$ cat src/rtl/gcd_pkg.sv
// gcd_pkg: state encoding and datapath select codes shared by the GCD engine.
package gcd_pkg;
   typedef enum logic [1:0] {IDLE = 2'd0, CALC = 2'd1, DONE = 2'd2} state_e;
   localparam logic [1:0] ASEL_IN   = 2'd0;
   localparam logic [1:0] ASEL_B    = 2'd1;
   localparam logic [1:0] ASEL_SUB  = 2'd2;
   localparam logic [1:0] ASEL_HOLD = 2'd3;
   localparam logic       BSEL_IN   = 1'b0;
   localparam logic       BSEL_A    = 1'b1;
endpackage

$ cat src/rtl/gcd_datapath.sv
// gcd_datapath: A/B registers with select muxes, subtractor and status comparators.
module gcd_datapath
   import gcd_pkg::*;
#(
   parameter int WIDTH = 5
) (
   input  logic             clk,
   input  logic             rst,
   input  logic [1:0]       a_sel_i,
   input  logic             a_en_i,
   input  logic             b_sel_i,
   input  logic             b_en_i,
   input  logic [WIDTH-1:0] in_a_i,
   input  logic [WIDTH-1:0] in_b_i,
   output logic [WIDTH-1:0] a_o,
   output logic             a_lt_b_o,
   output logic             b_eq_0_o
);
   logic [WIDTH-1:0] a_q, a_d, b_q, b_d;
   always_comb begin
      a_d = a_sel_i == ASEL_IN  ? in_a_i :
            a_sel_i == ASEL_B   ? b_q :
            a_sel_i == ASEL_SUB ? a_q - b_q : a_q;
      b_d = b_sel_i == BSEL_IN ? in_b_i : a_q;
   end
   always_ff @(posedge clk) begin
      if (rst) begin
         a_q <= '0;
         b_q <= '0;
      end else begin
         if (a_en_i) a_q <= a_d;
         if (b_en_i) b_q <= b_d;
      end
   end
   assign a_o      = a_q;
   assign a_lt_b_o = a_q < b_q;
   assign b_eq_0_o = b_q == '0;
endmodule

$ cat src/rtl/gcd_unit.sv
// gcd_unit: subtract-and-swap GCD engine with valid/ready handshakes.
// Optional GCD_CYCLE_COUNT_EN adds a 'cycles' output counting CALC cycles per operation.
module gcd_unit
   import gcd_pkg::*;
#(
   parameter int WIDTH = 5,
   parameter int CNT_W = WIDTH + 1
) (
   input  logic             clk,
   input  logic             rst,
   input  logic             in_valid,
   output logic             in_ready,
   input  logic [WIDTH-1:0] in_a,
   input  logic [WIDTH-1:0] in_b,
   output logic             out_valid,
   input  logic             out_ready,
   output logic [WIDTH-1:0] result,
   output logic             a_lt_b,
   output logic             b_eq_0
`ifdef GCD_CYCLE_COUNT_EN
   ,
   output logic [CNT_W-1:0] cycles
`endif
);
   state_e           state_q, state_d;
   logic [WIDTH-1:0] result_q, result_d, a_val;
   logic [1:0]       a_sel;
   logic             b_sel, a_en, b_en, accept;
   gcd_datapath #(.WIDTH(WIDTH)) u_dp (
      .clk      (clk),
      .rst      (rst),
      .a_sel_i  (a_sel),
      .a_en_i   (a_en),
      .b_sel_i  (b_sel),
      .b_en_i   (b_en),
      .in_a_i   (in_a),
      .in_b_i   (in_b),
      .a_o      (a_val),
      .a_lt_b_o (a_lt_b),
      .b_eq_0_o (b_eq_0)
   );
   assign in_ready  = state_q == IDLE;
   assign out_valid = state_q == DONE;
   assign result    = result_q;
   assign accept    = in_valid && in_ready;
   always_comb begin
      state_d  = state_q;
      result_d = result_q;
      a_sel    = ASEL_HOLD;
      b_sel    = BSEL_IN;
      a_en     = 1'b0;
      b_en     = 1'b0;
      case (state_q)
         IDLE: if (accept) begin
            a_sel   = ASEL_IN;
            a_en    = 1'b1;
            b_en    = 1'b1;
            state_d = CALC;
         end
         CALC: if (a_lt_b) begin
            a_sel = ASEL_B;
            b_sel = BSEL_A;
            a_en  = 1'b1;
            b_en  = 1'b1;
         end else if (!b_eq_0) begin
            a_sel = ASEL_SUB;
            a_en  = 1'b1;
         end else begin
            result_d = a_val;
            state_d  = DONE;
         end
         DONE: if (out_ready) state_d = IDLE;
         default: state_d = IDLE;
      endcase
   end
   always_ff @(posedge clk) begin
      if (rst) begin
         state_q  <= IDLE;
         result_q <= '0;
      end else begin
         state_q  <= state_d;
         result_q <= result_d;
      end
   end
`ifdef GCD_CYCLE_COUNT_EN
   logic [CNT_W-1:0] cnt_q, cnt_d;
   assign cnt_d  = accept ? '0 : state_q == CALC ? cnt_q + CNT_W'(1) : cnt_q;
   assign cycles = cnt_q;
   always_ff @(posedge clk) begin
      if (rst) cnt_q <= '0;
      else     cnt_q <= cnt_d;
   end
`endif
endmodule

$ cat config.mk
export PLATFORM = sky130hd
export DESIGN_NAME = gcd_unit
export DESIGN_NICKNAME = d
export VERILOG_FILES = /design/src/rtl/gcd_pkg.sv /design/src/rtl/gcd_datapath.sv /design/src/rtl/gcd_unit.sv
export SDC_FILE = /design/constraint.sdc
export NUM_CORES = 1
export LEC_CHECK = 0
export BUFFER_PORTS_ARGS = -buffer_cell sky130_fd_sc_hd__clkbuf_2
export CORE_UTILIZATION = 53
export DETAILED_ROUTE_END_ITERATION = 6
export GPL_ROUTABILITY_DRIVEN = 1
export GPL_TIMING_DRIVEN = 0
export PLACE_DENSITY = 0.78
export SLEW_MARGIN = 20
export SYNTH_ARGS = -nofsm -noshare
export SYNTH_HDL_FRONTEND = slang
export SYNTH_SLANG_ARGS = --single-unit
$ cat constraint.sdc
create_clock -name clk -period 2.2 [get_ports clk]
set_input_delay 0.11 -clock clk [delete_from_list [all_inputs] [get_ports clk]]
set_output_delay 0.11 -clock clk [all_outputs]
set_load 0.02 [all_outputs]
# Yosys cells after proc, flatten, opt, wreduce, memory -nomap -nowiden
# Index checks and enable logic that the tools add are counted.
# totals
reg_bits	17
latchBits	0
mem_bits_rw	0
rom_bits	0
in_bits	14
out_inout_bits	9
wordCells	43
mem_count	0
# op_classes
add_sub_neg	1
multipliers	0
n_div	0
n_lt_le_gt_ge	1
n_eq_ne	8
shifts	0
mux	20
n_bitwise	1
n_reduce_logical	8
# op_table
operator	count
two-way mux 5 bit	4
two-way mux 2 bit	6
two-way mux 1 bit	6
case mux 2 bit (3 select lines)	1
zero test 5 bit	1
< comparator 5 bit	1
subtractor 5 bit	1
equality test 2 x 1 -> 1 bit (second input constant)	2
equality test 2 bit (second input constant)	2
zero test 2 bit	2
!= test 2 x 1 -> 1 bit (second input constant)	2
!= test 2 bit (second input constant)	2
case mux 1 bit (2 select lines)	2
case mux 2 bit (2 select lines)	1
AND reduction 4 bit	1
AND reduction 3 bit	1
nonzero test 3 bit	1
AND reduction 2 bit	1
logical AND 1 bit	1
inverter 1 bit	1

# Depth between registers and ports, before layout
# Gate-level depths: netlist of the first run.
# logic_depth
word_depth	8
mapped_depth	9
ltp_nobuf	9

# Cells and area by module
# A second synthesis of the first run with hierarchy kept.
# hier_totals
cells_unflattened	127
hier_area_um2	1127.3
# by_module_without_submodules
module	instances	cells_per_inst	area_per_inst_um2	seq_area_each_um2
gcd_datapath	1	88	753.2	200.2
gcd_unit	1	39	374.1	140.1

# Least setup slack after synthesis of the first run
# No wires, ideal clock.
# synth_path
path_kind	flip-flop to flip-flop
start	register u_dp.b_q[1]
end	register u_dp.a_q[2] (netlist: u_dp.a_o[2])
setup_time_ns	0.088
arrival_time_ns	1.719
required_time_ns	2.112
slack_ns	0.393
stages_incl_launch_ff	8
n_path_buf	1
synth_period_minus_slack_ns	1.807
cell_sequence	dfxtp_1 > inv_1 > ha_1 > nor2b_1 > o211ai_2 > a221o_1 > buf_6 > a311oi_2
# synth_between
elab_chain_cells	7
elab_cells_between_ends	17
classes_between	1 x add/sub; 1 x order compare; 2 x eq/ne; 9 x mux; 4 x reduce/logical
# synth_rtl
item	line	text
from (decl)	gcd_datapath.sv:19	logic [WIDTH-1:0] a_q, a_d, b_q, b_d;
from (signal assigned)	gcd_datapath.sv:29	b_q <= '0;
from (signal assigned)	gcd_datapath.sv:32	if (b_en_i) b_q <= b_d;
branches (longest 7 deep; another with < comparator 5 bit)	n/a	
to (signal assigned)	gcd_datapath.sv:28	a_q <= '0;
to (signal assigned)	gcd_datapath.sv:31	if (a_en_i) a_q <= a_d;
to (decl)	gcd_datapath.sv:19	
# Parallel ways; which one is timed is not known. The select of a mux whose other input is x is not followed.
# A chain may end at the register's enable or synchronous reset.

# Worst setup path in the final report of the first run
# Same ends and word-level chain as after synthesis.

==> results_dict.tcl, run 1 <==
set metrics [dict create \
    max_slew_margin_pct 63.54 \
    first_pass_iters 4 \
    rsz0062_at_grt "false" \
    viasPerCell 5.567 \
    hold_class "primary input to flip-flop" \
    grt_pass1_wl_mm 3.753 \
    antenna_found_initial 0 \
    total_leakage_power_uw 0.0005415 \
    worstSkewPairLatency_ns 0.30 \
    crit_type "flip-flop to flip-flop" \
    cts.path.max_buffers 2 \
    crit_family "compound AO/OA/AOI/OAI gates" \
    crit_arrival_ns 2.26 \
    synthAdderAreaFrac_pct 7.560 \
    pwr_density_cell_nw_per_um2 1703 \
    synth-async-reset-ratio_pct 0 \
    post-place-cells 176 \
    dp_hpwl_mm 1.944 \
    path_cells "inv_1, ha_1, nor2b_1, o211ai_2, a221o_1, buf_6, a311oi_2" \
    ys_ff_latch 17 \
    nNetsFinal 174 \
    synth_cells 127 \
    cts.repair.resized 0 \
    finalSetupTns_ns 0 \
    hold_buffers 0 \
    drtAntennaViolNets 0 \
    die_width_um 47.40 \
    synth_nets 147 \
    worst-path-max-fanout 10 \
    core_area_um2 1942 \
    muxShareOfSynthArea_pct 6.415 \
    hold_slack_ns 0.06581 \
    end_kind "flip-flop" \
    yosys.area_share.simple_pct 22.22 \
    synth-compound-area-share_pct 24.97 \
    ir_drop_uv 1004 \
    power_uw 2152 \
    gp_congestion 0.9275 \
    clockRootBuffer "clkbuf_4" \
    vias 1002 \
    setup_violations 0 \
    finalHoldViolations 0 \
    numCtsBuffers 3 \
    synthFlopType "dfxtp_1" \
    finClkSkew_ns 0.001989 \
    synth_cell_types 39 \
    clock.fmax_mhz 488.9 \
    row_count 16 \
    io_buffers 22 \
    tightestPinTransition_ns 0.5469 \
    drtIter0Drc 26 \
    synth_largest_area_cell "dfxtp_1" \
    fin_crit_sh_pct 92.97 \
    drv_cap 0 \
    layout.cells.non_filler 180 \
    drt_drc_violations_left 0 \
    finalCriticalPeriod_ns 2.045 \
    required_ns 2.41 \
    start_kind "flip-flop" \
    antenna_cells 0 \
    grt_pass1_vias 860 \
    yosys.area_share.xor_xnor_pct 0.8018 \
    synth_top_cells_by_area "dfxtp_1 31%, mux2i_1 6.4%, nand2b_1 6.3%" \
    ys_seq_area_share_pct 31.16 \
    synth-edff-count 0 \
    synth_top_area_share_pct 31.16 \
    gr-usage-all-layers_pct 24.35 \
    cts_tree "yes" \
    drive_gt1_share_pct 26.80 \
    clk_pin_slew_worst_paths_ns 0.10 \
    h-tree-depth 1 \
    yosysWarnings 0 \
    crit_buf_inv 2 \
    start_util_pct 56.25 \
    cpMaxStageDelayCell "a221o_1" \
    syn_to_final_growth_pct 15.69 \
    synthTopCellsByCount "18 x nor2_1, 17 x dfxtp_1, 11 x nand2b_1" \
    synth_top_family_by_area "compound AO/OA/AOI/OAI gates" \
    wl_per_cell_um 14.04 \
    synth_area_per_cell_um2 8.601 \
    cts.sinks 17 \
    syn_area_um2 1092 \
    io_pins 23 \
    gr-total-overflow 0 \
    slew_violations 0 \
    yosysMostFrequentCell "nor2_1" \
    status "complete, no violations" \
    wl_mm 2.528 \
    dieArea_um2 2246 \
    cpPeakStageDelay_ns 0.40 \
    post_cts_buffers 0 \
    grt_max_degree 11 \
    die_y_um 47.40 \
]
==> cells in the final DEF, fill, tap and decap left out, drive strengths merged, types with 2 or more instances in the layout <==
cell	synthesis	final
nand2	6	6
a21oi	9	9
o21a	3	3
o211ai	3	3
a211oi	5	5
clkbuf	2	27
a311oi	2	2
buf	5	5
a221o	2	2
o21ai	2	2
a31o	3	3
dfxtp	17	17
nand2b	11	11
nor2b	4	4
and2	2	2
nor2	18	18
nand3b	2	2
mux2i	7	7
inv	8	8
ha	5	5
==> final timing paths <==
check             slack, ns           to        start  cells after the start
setup / recovery       0.15  u_dp.a_o[2]  u_dp.b_q[1]                      7
hold / removal         0.07   state_q[1]    out_ready                      3
setup reg to reg       0.15  u_dp.a_o[2]  u_dp.b_q[1]                      7
hold reg to reg        0.49    result[1]    result[1]                      2
==> worst register-to-register path, delay by kind of cell (launching register included) <==
family          cells  cell delay (ns)
buf+inv             2             0.24
fa+ha+maj           1             0.27
simple gates        1             0.23
flops               1             0.38
compound gates      3             0.84
==> area by class of cell <==
cell class	instances	area (um^2)
plain buffers	7	45.04
well taps	27	33.78
fillers	181	678.2
flip-flops and latches	17	340.3
multi-input cells	95	676.9
clock buffers	3	22.52
inverters	8	30.03
clock inverters	1	5.005
repair buffers	22	110.1
==> kinds of logic after synthesis <==
logic type      after synthesis
compound gates               35
buf+inv                      15
xor+xnor                      1
mux                           7
flops                        17
fa+ha+maj                     6
simple gates                 46
==> where the power goes <==
part | internal [uW] | switching (uW)
Combinational | 642 | 842
Sequential | 407 | 88.0
Clock | 67.8 | 105
Total | 1120 | 1040
==> routing by layer <==
metal	GRT usage, %	part of all wire, %
met2	42.47	52
met4	8.571	0.51
met5	0	0
met3	5.769	4.2
met1	28.87	43
==> registers in the layout (all words and copies together) (netlist names) <==
name and count:
result 5, u_dp.a_o 5, u_dp.b_q 5, state_q 2
==> per-stage QoR <==
step / util, % / setup WS [ns] / area, um^2
floorplan: - / 0.3929 / 1092
detailed placement: 63.66 / 0.1911 / 1236
global route: 65.08 / 0.02658 / 1264
finish: 65.08 / 0.1546 / 1264
CTS: 65.08 / 0.1662 / 1264
global placement: 63.66 / 0.2682 / 1236
Note: power is estimated with default switching activity, not from simulation.
==> run 2: changes to the inputs <==
- CTS_BUF_LIST: default -> sky130_fd_sc_hd__clkbuf_16
- SLEW_MARGIN: 20 -> 25
- clock period: 2.2 -> 2 ns (I/O delays scaled with it)
==> results_dict.tcl, run 2 (synthesis results as in run 1) <==
set metrics [dict create \
    finalHoldViolations 0 \
    total_leakage_power_uw 0.0005876 \
    drtIter0Drc 16 \
    worstSkewPairLatency_ns 0.25 \
    syn_to_final_growth_pct 29.32 \
    grt_max_degree 11 \
    h-tree-depth 1 \
    layout_commonest_cell "clkbuf_2" \
    dp_hpwl_mm 1.944 \
    start_util_pct 56.25 \
    rsz0062_at_grt "true" \
    setup_violations 0 \
    grt_pass1_vias 904 \
    required_ns 2.16 \
    numCtsBuffers 3 \
    hold_buffers 0 \
    drv_cap 0 \
    nNetsFinal 176 \
    start_kind "flip-flop" \
    antenna_cells 0 \
    fin_crit_sh_pct 98.80 \
    power_frac_clock_pct 13.8 \
    status "complete, no violations" \
    cts.path.max_buffers 2 \
    finalCriticalPeriod_ns 1.976 \
    gr-total-overflow 0 \
    vias 1033 \
    die_width_um 47.40 \
    nFillCells 156 \
    drtAntennaViolNets 0 \
    ir_drop_uv 1203 \
    crit_type "flip-flop to flip-flop" \
    hp-start "out_ready" \
    die_y_um 47.40 \
    io_pins 23 \
    swShare_pct 44.24 \
    max_slew_margin_pct 63.46 \
    crit_arrival_ns 2.14 \
    wl_mm 2.764 \
    startpoint "u_dp.b_q[1]" \
    worst-path-max-fanout 5 \
    p_comb_share_pct 67.1 \
    pwr-share-seq_pct 19.2 \
    io_buffers 22 \
    tightestPinTransition_ns 0.5482 \
    antenna_found_initial 0 \
    final_util_pct 72.74 \
    end_kind "flip-flop" \
    clockRootBuffer "clkbuf_16" \
    slew_violations 0 \
    row_count 16 \
    intPower_uw 1632 \
    drive_gt1_share_pct 32.90 \
    clk_pin_slew_worst_paths_ns 0.05 \
    gr-usage-all-layers_pct 25.29 \
    switchingPower_uw 1295 \
    timing.rr.start "u_dp.b_q[1]" \
    clock.fmax_mhz 506.1 \
    grt_pass1_wl_mm 3.898 \
    dieArea_um2 2246 \
    mostFrequentLayoutCells "21 x clkbuf_2, 18 x nor2_1, 16 x dfxtp_1" \
    drt_drc_violations_left 0 \
    hold_class "primary input to flip-flop" \
    pwr_density_cell_nw_per_um2 2072 \
    gp_congestion 0.9275 \
    first_pass_iters 4 \
    core_area_um2 1942 \
    viasPerCell 5.676 \
    finalSetupTns_ns 0 \
    wl_per_cell_um 15.19 \
    cts_tree "yes" \
    cts.sinks 17 \
    finClkSkew_ns 0.003076 \
]
[run 2: cell count changes in the layout (fill, tap and decap cells not counted), sizes merged]
cell and change:
buf +3, clkbuf -1
[run 2: final timing paths]
check	to	slack (ns)	cells after the start
worst max-delay path	u_dp.a_o[2]	0.02	7
worst min register to register	result[1]	0.49	2
worst max register to register	u_dp.a_o[2]	0.02	7
worst min-delay path	state_q[1]	0.13	3
[run 2: worst max-delay path, cell delays in order (launching register included)]
cell and delay (ns):
dfxtp_1 0.36, inv_1 0.10, ha_1 0.18, or2_4 0.27, o211ai_4 0.27, nand2_2 0.12, a221o_1 0.36, a311oi_2 0.21
[run 2: per-stage QoR]
stage	area [um^2]	hold slack (ns)	total power, uW	setup slack [ns]	cells
finish	1413	0.1290	2927	0.02394	182
global route	1413	0.1421	3098	-0.03292	182
CTS	1319	0.1332	2584	0.01832	180
detailed placement	1236	0.3702	2164	-0.008874	176
global placement	1236	0.3696	2097	0.06819	176
floorplan	1092	0.2818	1806	0.1929	127
[run 2: layout make-up]
type	instances	area [um^2]	share of cell area, %
Multi-Input combinational cell	95	754.5	53.41
Sequential cell	17	341.6	24.18
Timing Repair Buffer	24	127.6	9.035
Clock buffer	3	75.07	5.314
Buffer	7	45.04	3.189
Tap cell	27	33.78	2.392
Inverter	8	30.03	2.126
Clock inverter	1	5.005	0.3543
[run 2: timing repair]
action	in CTS	in global routing
setup buffers	0	2
pin swaps	0	4
gates resized for setup	1	13
setup endpoints to repair	3	17
[run 2: metal layers]
| metal | track usage (%) | part of all wire, % |
|---|---|---|
| met1 | 29.56 | 44 |
| met2 | 44.38 | 51 |
| met3 | 6.154 | 3.8 |
| met4 | 9.143 | 1.7 |
| met5 | 0 | 0 |
[run 2: power groups by stage]
| stage | clock network, uW | registers, uW | logic [uW] |
|---|---|---|---|
| floorplan | 0 | 532 | 1270 |
| global placement | 0 | 546 | 1550 |
| CTS | 402 | 542 | 1640 |
| global route | 419 | 580 | 2100 |
| detailed placement | 0 | 550 | 1610 |
| finish | 403 | 561 | 1960 |
